`src/rtl/param_mem_sorter_pkg.sv`:
```
// Shared types and helpers for the in-memory bubble sorter.
package param_mem_sorter_pkg;

   typedef enum logic [1:0] {
      ST_IDLE = 2'd0,
      ST_SORT = 2'd1,
      ST_DONE = 2'd2
   } state_t;

   // Largest number of swaps a bubble sort can make on 'depth' words.
   function automatic int max_swaps(input int depth);
      return depth * (depth - 1) / 2;
   endfunction

endpackage

```
`src/rtl/param_mem_sorter_if.sv`:
```
// Host-side bus of the sorter: load/read port, start/done level handshake,
// sort mode selects and status.
//
// Handshake: the host raises s and holds it high. The sorter leaves IDLE on
// the first edge that sees s=1 with Wrinit=0 and raises busy. When the sort
// ends, busy drops and done rises. done stays high until the host lowers s.
// The sorter returns to IDLE on the first edge that sees s=0 in DONE. Loads
// (Wrinit) are honoured only in IDLE. Reads (Rd) are honoured in IDLE and
// DONE and return data one cycle later on DataOut.
interface param_mem_sorter_if
   import param_mem_sorter_pkg::*;
#(
   parameter int N = 8,
   parameter int L = 3
);
   logic           s;
   logic           Wrinit;
   logic           Rd;
   logic [L-1:0]   Radd;
   logic [N-1:0]   Datain;
   logic           desc;
   logic           sgn;
   logic [N-1:0]   DataOut;
   logic           done;
   logic           busy;
   logic [2*L-1:0] swap_cnt;
   state_t         dbg_state;

   modport master (
      output s, Wrinit, Rd, Radd, Datain, desc, sgn,
      input  DataOut, done, busy, swap_cnt, dbg_state
   );

   modport slave (
      input  s, Wrinit, Rd, Radd, Datain, desc, sgn,
      output DataOut, done, busy, swap_cnt, dbg_state
   );
endinterface

```
`src/rtl/param_mem_sorter_cmp.sv`:
```
// Out-of-order detector for one adjacent pair (a precedes b).
// Equal words never request a swap, which keeps the sort stable.
module sort_cmp #(
   parameter int N = 8
) (
   input  logic [N-1:0] a_i,
   input  logic [N-1:0] b_i,
   input  logic         desc_i,
   input  logic         sgn_i,
   output logic         swap_req_o
);
   logic [N-1:0] a_k;
   logic [N-1:0] b_k;

   // Flipping the MSB maps two's-complement order onto unsigned order.
   always_comb begin
      a_k        = {a_i[N-1] ^ sgn_i, a_i[N-2:0]};
      b_k        = {b_i[N-1] ^ sgn_i, b_i[N-2:0]};
      swap_req_o = desc_i ? (a_k < b_k) : (a_k > b_k);
   end
endmodule

```
`src/rtl/param_mem_sorter.sv`:
```
// In-place early-exit bubble sorter over a 2^L x N register file.
// It does one compare and one optional swap per clock.
module param_mem_sorter
   import param_mem_sorter_pkg::*;
#(
   parameter int N = 8,
   parameter int L = 3
) (
   input logic              clk,
   input logic              rst,
   param_mem_sorter_if.slave bus
);
   localparam int          DEPTH  = 1 << L;
   localparam int          CW     = 2 * L;
   localparam logic [L-1:0] LAST_J = L'(DEPTH - 2);

   logic [N-1:0]  mem_q [DEPTH];
   state_t        state_q;
   logic [L-1:0]  j_q;
   logic [L-1:0]  pass_q;
   logic          swapped_q;
   logic          desc_q;
   logic          sgn_q;
   logic          done_q;
   logic          busy_q;
   logic [N-1:0]  dout_q;
   logic [CW-1:0] swap_cnt_q;

   logic [L-1:0]  j_nx;
   logic [N-1:0]  a_w;
   logic [N-1:0]  b_w;
   logic          end_of_pass;
   logic          last_pass;
   logic          swap_req;

   // Current pair and end-of-pass detection. Pass p stops at j = DEPTH-2-p.
   always_comb begin
      j_nx        = j_q + L'(1);
      a_w         = mem_q[j_q];
      b_w         = mem_q[j_nx];
      end_of_pass = (j_q == (LAST_J - pass_q));
      last_pass   = (pass_q == LAST_J);
   end

   sort_cmp #(.N(N)) u_cmp (
      .a_i        (a_w),
      .b_i        (b_w),
      .desc_i     (desc_q),
      .sgn_i      (sgn_q),
      .swap_req_o (swap_req)
   );

   // Control FSM together with the register file, counters and registered status.
   always_ff @(posedge clk or posedge rst) begin
      if (rst) begin
         for (int i = 0; i < DEPTH; i++) mem_q[i] <= '0;
         state_q    <= ST_IDLE;
         j_q        <= '0;
         pass_q     <= '0;
         swapped_q  <= 1'b0;
         desc_q     <= 1'b0;
         sgn_q      <= 1'b0;
         done_q     <= 1'b0;
         busy_q     <= 1'b0;
         dout_q     <= '0;
         swap_cnt_q <= '0;
      end else begin
         case (state_q)
            ST_IDLE: begin
               if (bus.Rd) dout_q <= mem_q[bus.Radd];
               if (bus.Wrinit) begin
                  // A load in the same cycle as start wins; start waits.
                  mem_q[bus.Radd] <= bus.Datain;
               end else if (bus.s) begin
                  state_q    <= ST_SORT;
                  desc_q     <= bus.desc;
                  sgn_q      <= bus.sgn;
                  swap_cnt_q <= '0;
                  pass_q     <= '0;
                  j_q        <= '0;
                  swapped_q  <= 1'b0;
                  busy_q     <= 1'b1;
               end
            end
            ST_SORT: begin
               if (swap_req) begin
                  mem_q[j_q]  <= b_w;
                  mem_q[j_nx] <= a_w;
                  swap_cnt_q  <= swap_cnt_q + CW'(1);
               end
               if (!end_of_pass) begin
                  j_q       <= j_nx;
                  swapped_q <= swapped_q | swap_req;
               end else if (!(swapped_q | swap_req) || last_pass) begin
                  state_q <= ST_DONE;
                  busy_q  <= 1'b0;
                  done_q  <= 1'b1;
               end else begin
                  pass_q    <= pass_q + L'(1);
                  j_q       <= '0;
                  swapped_q <= 1'b0;
               end
            end
            ST_DONE: begin
               if (bus.Rd) dout_q <= mem_q[bus.Radd];
               if (!bus.s) begin
                  state_q <= ST_IDLE;
                  done_q  <= 1'b0;
               end
            end
            default: begin
               state_q <= ST_IDLE;
               busy_q  <= 1'b0;
               done_q  <= 1'b0;
            end
         endcase
      end
   end

   assign bus.DataOut   = dout_q;
   assign bus.done      = done_q;
   assign bus.busy      = busy_q;
   assign bus.swap_cnt  = swap_cnt_q;
   assign bus.dbg_state = state_q;
endmodule

```
`src/flat_wrapper.sv`:
```
// flat-port wrapper written by rule: the top's interface ports become plain ports
module param_mem_sorter_flat import param_mem_sorter_pkg::*;
#(
   parameter int N = 8,
   parameter int L = 3
)
  (clk, rst, bus_s, bus_Wrinit, bus_Rd, bus_Radd, bus_Datain, bus_desc, bus_sgn, bus_DataOut, bus_done, bus_busy, bus_swap_cnt, bus_dbg_state);
  param_mem_sorter_if #(.N(N), .L(L)) bus_i ();
  input logic clk;
  input logic rst;
  input wire logic [$bits(bus_i.s)-1:0] bus_s;
  input wire logic [$bits(bus_i.Wrinit)-1:0] bus_Wrinit;
  input wire logic [$bits(bus_i.Rd)-1:0] bus_Rd;
  input wire logic [$bits(bus_i.Radd)-1:0] bus_Radd;
  input wire logic [$bits(bus_i.Datain)-1:0] bus_Datain;
  input wire logic [$bits(bus_i.desc)-1:0] bus_desc;
  input wire logic [$bits(bus_i.sgn)-1:0] bus_sgn;
  output wire logic [$bits(bus_i.DataOut)-1:0] bus_DataOut;
  output wire logic [$bits(bus_i.done)-1:0] bus_done;
  output wire logic [$bits(bus_i.busy)-1:0] bus_busy;
  output wire logic [$bits(bus_i.swap_cnt)-1:0] bus_swap_cnt;
  output wire logic [$bits(bus_i.dbg_state)-1:0] bus_dbg_state;
  assign bus_i.s = bus_s;
  assign bus_i.Wrinit = bus_Wrinit;
  assign bus_i.Rd = bus_Rd;
  assign bus_i.Radd = bus_Radd;
  assign bus_i.Datain = bus_Datain;
  assign bus_i.desc = bus_desc;
  assign bus_i.sgn = bus_sgn;
  assign bus_DataOut = bus_i.DataOut;
  assign bus_done = bus_i.done;
  assign bus_busy = bus_i.busy;
  assign bus_swap_cnt = bus_i.swap_cnt;
  assign bus_dbg_state = bus_i.dbg_state;
  param_mem_sorter #(.N(N), .L(L)) u_core (.clk(clk), .rst(rst), .bus(bus_i));
endmodule
```
`config.mk`:
```
export PLATFORM = sky130hd
export DESIGN_NAME = param_mem_sorter_flat
export DESIGN_NICKNAME = d
export VERILOG_FILES = /design/src/rtl/param_mem_sorter_pkg.sv /design/src/rtl/param_mem_sorter_if.sv /design/src/rtl/param_mem_sorter_cmp.sv /design/src/rtl/param_mem_sorter.sv /design/src/flat_wrapper.sv
export SDC_FILE = /design/constraint.sdc
export NUM_CORES = 1
export LEC_CHECK = 0
export BUFFER_PORTS_ARGS = -buffer_cell sky130_fd_sc_hd__buf_2
export CAP_MARGIN = 0
export CORE_UTILIZATION = 30
export CTS_CLUSTER_DIAMETER = 40
export CTS_CLUSTER_SIZE = 24
export DETAILED_ROUTE_END_ITERATION = 12
export HOLD_SLACK_MARGIN = 0.1
export MAX_ROUTING_LAYER = met4
export SLEW_MARGIN = 5
export SYNTH_ARGS = -nofsm -noshare
export SYNTH_HDL_FRONTEND = slang
export SYNTH_SLANG_ARGS = --single-unit
```
`constraint.sdc`:
```
create_clock -name clk -period 4.5 [get_ports clk]
set_input_delay 0.675 -clock clk [delete_from_list [all_inputs] [get_ports clk]]
set_output_delay 0.675 -clock clk [all_outputs]
set_load 0.03 [all_outputs]
```
== After elaboration in Yosys (flattened, before gate mapping) ==
Index checks and enable logic that the tools add are counted.

* Order comparisons: 8
* Equal/unequal tests: 13
* Multipliers: 0
* Bitwise gates (word level): 9
* Mux-type cells: 54
* $add $sub $neg: 4
* Divide/modulo/power cells: 0
* Shift-type cells: 0
* Reductions and logical operators: 17

{| class="wikitable"
|+ Operators by type and width
! operator !! count
|-
| 64-bit bitwise mux || 3
|-
| 64-bit 2-to-1 mux || 2
|-
| 64-bit one-hot mux with 2 select lines || 1
|-
| 8-bit binary-select mux with 3-bit select || 3
|-
| 8-bit demux with 3-bit select || 3
|-
| 8-bit 2-to-1 mux || 9
|-
| 3-bit 2-to-1 mux || 6
|-
| 6-bit 2-to-1 mux || 3
|-
| 5-bit AND reduction || 3
|-
| 4-bit greater-or-equal comparator, second input constant || 3
|-
| 4-bit by 1-bit < comparator with 1-bit output, second input constant || 3
|-
| 1-bit 2-to-1 mux || 12
|-
| 3-bit NOT with 4-bit output || 3
|-
| 3-bit one-hot mux with 2 select lines || 2
|-
| 6-bit one-hot mux with 2 select lines || 1
|-
| 4-bit AND reduction || 3
|-
| 2-bit 2-to-1 mux || 5
|-
| 2-bit != test, second input constant || 5
|-
| 8-bit greater-than comparator || 1
|-
| 8-bit < comparator || 1
|-
| 3-bit by 1-bit adder with 3-bit output, second input constant || 2
|-
| 6-bit by 1-bit adder with 6-bit output, second input constant || 1
|-
| 2-bit by 1-bit != test with 1-bit output, second input constant || 3
|-
| 1-bit one-hot mux with 3 select lines || 2
|-
| 19 further kinds || 25
|}

* Input port bits: 18
* Memory bits (writable): 0
* Output and inout bits: 18
* Bits in latches: 0
* Logic and storage cells: 123
* Memory bits (read-only): 0
* Bits in registers: 91
* Memories: 0

== Depth between registers and ports, before layout ==
* Depth after elaboration: 14
* Mapped depth: 17
* Depth with buffers taken out: 12

== Hierarchy ==
Synthesis repeated with hierarchy kept, for this count alone.

* Cell total of the unflattened synthesis: 896
* Area total of the unflattened synthesis: 7637.3 µm²

{| class="wikitable"
|+ By module, submodules not included
! module !! instances !! cells each !! area an instance (µm²) !! sequential area each (µm²)
|-
| param_mem_sorter || 1 || 866 || 7414.6 || 2277.2
|-
| sort_cmp || 1 || 30 || 222.7 || 0.0
|}

== Least setup slack after synthesis ==
OpenSTA, ideal clock, no wires.

* Path type: reg2reg
* Start: register u_core.j_q[0]
* End: register u_core.mem_q[16] (netlist name)
* Setup slack: 0.554 ns
* Arrival: 3.821 ns
* Library setup time: 0.125 ns
* Path buffers: 5
* Data required time: 4.375 ns
* Cell stages (with the launch flop): 18
* Clock period less this slack: 3.946 ns
* Cell sequence: dfrtp_1 ha_1 buf_4 xor2_1 buf_4 mux4_2 o311a_1 buf_2 inv_1 ha_1 nand4_1 or3b_2 a21oi_2 a2111o_1 buf_6 o2111a_1 buf_4 mux2_2

* Cells in the longest elaborated chain, start to end: 10
* Elaborated cells between the ends (all ways): 30
* Those cells by class: add/sub: 1; order compare: 6; eq/ne: 1; mux: 15; bitwise: 4; reduce/logical: 3

{| class="wikitable"
|+ RTL lines
! what !! RTL line !! RTL
|-
| start, declared || param_mem_sorter.sv:19 || <nowiki>logic [L-1:0] j_q;</nowiki>
|-
| start signal, assigned || param_mem_sorter.sv:92 || <nowiki>j_q <= j_nx;</nowiki>
|-
| 3-bit by 1-bit adder with 3-bit output || param_mem_sorter.sv:38 || <nowiki>j_nx = j_q + L'(1);</nowiki>
|-
| 3-bit NOT with 4-bit output (not written as such) || param_mem_sorter.sv:40, param_mem_sorter.sv:88 ||
|-
| 8-bit binary-select mux with 3-bit select || param_mem_sorter.sv:40 || <nowiki>b_w = mem_q[j_nx];</nowiki>
|-
| 8-bit 2-to-1 mux (not written as such) (2 in a row) || param_mem_sorter.sv:40 ||
|-
| 1-bit XOR || param_mem_sorter_cmp.sv:18 || <nowiki>b_k = {b_i[N-1] ^ sgn_i, b_i[N-2:0]};</nowiki>
|-
| 8-bit greater-than comparator or 8-bit < comparator (tied branches) || param_mem_sorter_cmp.sv:19 || <nowiki>swap_req_o = desc_i ? (a_k < b_k) : (a_k > b_k);</nowiki>
|-
| 1-bit 2-to-1 mux || param_mem_sorter_cmp.sv:19 ||
|-
| 2-bit by 1-bit != test with 1-bit output (no source line) || n/a ||
|-
| 3-bit AND reduction (no source line) || n/a ||
|-
| end signal, assigned by index || param_mem_sorter.sv:73 || <nowiki>mem_q[bus.Radd] <= bus.Datain;</nowiki>
|-
| end signal, assigned by index || param_mem_sorter.sv:87 || <nowiki>mem_q[j_q] <= b_w;</nowiki>
|-
| end signal, assigned by index || param_mem_sorter.sv:88 || <nowiki>mem_q[j_nx] <= a_w;</nowiki>
|-
| end, declared || param_mem_sorter.sv:17 || <nowiki>logic [N-1:0] mem_q [DEPTH];</nowiki>
|}

Parallel ways exist; a longest one is shown, timed or not. The select of a mux whose other input is x is not followed.
A chain may end at the register's enable or synchronous reset.

== Worst setup path after layout ==
* Start: register u_core.j_q[0]
* End: register u_core.mem_q[20] (netlist name)

The elaborated chain is that of the path after synthesis.

==> flow_summary.ini <==
[yosys]
synth_compound_area_frac = 0.224
synthMuxAreaShare = 0.216
syn-instance-count = 745
yosysSeqAreaShare = 0.318
synth_warnings = 0
synth-simple-area-share = 0.160
yosys.area_share.adder = 0.0227
synth_seq_cells = 91
synth_top_family_by_area = compound AO/OA/AOI/OAI gates
syn_nets = 776
netlist_area_um2 = 7170
synth-main-ff-cell = dfrtp_1
avgSynthCellArea_um2 = 9.63
synth-xor-area-share = 0.0133
ys_types = 68
synth_edf_count = 0
async_flop_share = 1.00

[layout]
diodes = 0
final_nets = 816
area_growth_pct = 14.9
fin_area_um2 = 8240
multi_input_area_um2 = 4600
drive_gt1_frac = 0.273
ff_latch_area_um2 = 2280
n_fill_cell = 2371

[pwr]
peakVddDrop_mv = 0.612
power_density_nw_per_um2 = 946
p_leak_nw = 3.40

[global_route]
grt_max_degree = 76
grt_pass1_wl_um = 41500
grt_antenna_before_repair = 0
grt_pass1_vias = 6426
grt-ovfl-total = 0
grt_use_total = 0.237

[clock_network]
root_buffer = clkbuf_16
cts_tree = yes
cts.clk_slew.worst_paths_ns = 0.07
cts_buffers = 9
cts_max_level = 3
postCtsHoldBufs = 0
clock_sinks = 91
clock_latency_ns = 0.36
clock_path_buffers = 2

[critical_path]
r2r-start = u_core.j_q[0]
path_max_fanout = 8
worstPathRequired_ns = 4.75
crit_start = u_core.j_q[0]
crit_end = u_core.mem_q[20]
worstSetupStartpointType = flip-flop
rr_worst_depth = 16
crit_type = flip-flop to flip-flop
r2r_slack_ns = 0.19
endpoint_kind = flip-flop
worst_ep_arrival_time_ns = 4.56
rr_endpoint = u_core.mem_q[20]

[floorplan]
die_y_um = 157
die_x_um = 157
dieArea_um2 = 24500
ios = 36
rows = 56
initial_core_util = 0.306
core_area_um2 = 23500

[timing]
rsz0062_at_grt = no
drv_slew = 0
fin_skew_ns = 0.00789
period_needed_ns = 4.31
setup_viol = 0
period_share = 0.957
fin_ws_ns = 0.193
hold_violations = 0
max_slew_margin = 0.359
fmax_mhz = 232
tns_ns = 0
holdWs_ns = 0.472
max_slew.worst_pin.slew_ns = 0.958

[placement]
numPortBuffers = 35
place_hpwl_um = 19200
gp_congestion = 0.996
placed_area_um2 = 7850
dp_slack_ns = -0.0264

[routing]
drc = 0
first_pass_iters = 5
final_antenna_net_count = 0
avgViaCountPerCell = 6.30
wire_per_inst_um = 25.0
finalWirelength_um = 27700
vias = 6988
drt_iter0_markers = 1014

[flow_run]
maxCapViolations = 0

[min_path]
hold_path.class = primary input to asynchronous set/reset pin

[status]
status = finished, final reports clean
## placed cells by master, fill, tap and decap left out, drive strengths merged, types with 3 or more instances in the layout
cell type / Yosys / routed
nor3b: 4 / 4
a31oi: 6 / 6
dfrtp: 91 / 91
o22a: 3 / 3
nand2b: 7 / 7
o21ai: 27 / 27
and2: 9 / 9
nor3: 9 / 9
mux2i: 30 / 30
nand3b: 5 / 5
nor2: 42 / 42
a21oi: 18 / 18
a22o: 6 / 6
a221o: 8 / 8
buf: 38 / 84
o2111ai: 6 / 6
o311ai: 3 / 3
a211oi: 4 / 4
o211ai: 7 / 7
mux2: 78 / 78
o22ai: 8 / 8
o221ai: 46 / 46
nand2: 105 / 105
mux4: 16 / 16
inv: 14 / 14
a22oi: 17 / 17
clkbuf: 17 / 12
a221oi: 15 / 15
ha: 13 / 13
and3: 4 / 4
nor2b: 13 / 13
nand3: 37 / 37
nand4: 5 / 5
xnor2: 5 / 5
or3: 4 / 4
## where the power goes
| group | switching (mW) | total [mW] | internal (mW) |
|---|---|---|---|
| Clock | 0.359 | 0.849 | 0.490 |
| Combinational | 3.31 | 5.47 | 2.16 |
| Sequential | 0.347 | 1.47 | 1.13 |
## registers in the layout, indices dropped and copies added (netlist names)
name / cells
u_core.desc_q: 1
u_core.bus.dbg_state: 2
u_core.pass_q: 3
u_core.bus.swap_cnt: 6
u_core.bus.busy: 1
u_core.mem_q: 64
u_core.bus.done: 1
u_core.j_q: 3
u_core.bus.DataOut: 8
u_core.sgn_q: 1
u_core.swapped_q: 1
## through the flow
stage	total power, mW	instances	utilization
2_1_floorplan	4.90	745	-
3_3_place_gp	6.62	1090	0.335
3_5_place_dp	6.64	1090	0.335
4_1_cts	7.50	1106	0.348
5_1_grt	8.13	1109	0.351
6_report	7.79	1109	0.351
## cells in the mapped netlist, types with 16 or more instances
master	number	area share
nand3_1	36	0.025
a21oi_1	17	0.012
o21ai_0	25	0.017
o221ai_1	46	0.056
mux2_2	78	0.12
buf_2	18	0.013
clkbuf_1	17	0.0089
mux4_2	16	0.050
nand2_1	105	0.055
mux2i_1	29	0.040
dfrtp_1	91	0.32
nor2_1	42	0.022
a22oi_1	16	0.017
## cell type report
| class | instances | area share |
|---|---|---|
| Multi-Input combinational cell | 585 | 0.558 |
| Sequential cell | 91 | 0.277 |
| Timing Repair Buffer | 84 | 0.0724 |
| Tap cell | 319 | 0.0484 |
| Clock buffer | 12 | 0.0287 |
| Clock inverter | 4 | 0.00926 |
| Inverter | 14 | 0.00668 |
## metal layers
layer / wire length (um) / part of all wire / GRT usage / up-vias
met2: 11700 / 0.42 / 0.328 / 453
met5: 0 / 0 / - / -
li1: - / - / - / 2964
met4: 995 / 0.036 / 0.0952 / 0
met3: 3030 / 0.11 / 0.0559 / 87
met1: 12000 / 0.43 / 0.330 / 3484
## worst min-delay path by stage
stage                                 from                endpoint  slack, ns
floorplan                    u_core.desc_q           u_core.desc_q       0.48
global placement     u_core.bus.DataOut[1]   u_core.bus.DataOut[1]       0.46
detailed placement   u_core.bus.DataOut[1]   u_core.bus.DataOut[1]       0.47
CTS                  u_core.bus.DataOut[1]   u_core.bus.DataOut[1]       0.48
global route        u_core.bus.swap_cnt[5]  u_core.bus.swap_cnt[5]       0.50
finish                                 rst   u_core.bus.DataOut[1]       0.47
## kinds of logic after synthesis
family          after synthesis
compound gates              193
xor+xnor                      7
fa+ha+maj                    13
buf+inv                      69
flops                        91
mux                         124
simple gates                248
## worst max-delay path: stages, from the launching register on
cell and delay, ns:
dfrtp_2 0.43, ha_2 0.24, buf_4 0.17, xnor2_4 0.19, buf_12 0.16, mux2i_1 0.23
nand4_1 0.30, xnor2_1 0.22, ha_1 0.33, nand4_1 0.16, or3b_2 0.50, a21oi_4 0.16
a2111o_1 0.19, buf_12 0.16, o2111a_1 0.17, buf_4 0.21, mux2_2 0.35
## what timing repair did
item                                   CTS  global route
pin swaps                                0             1
resized for setup                        1             5
setup endpoints to repair               14            62
endpoints found under the hold margin    0             0
buffers inserted                         0             3
Power figures use the tool's default switching activity.
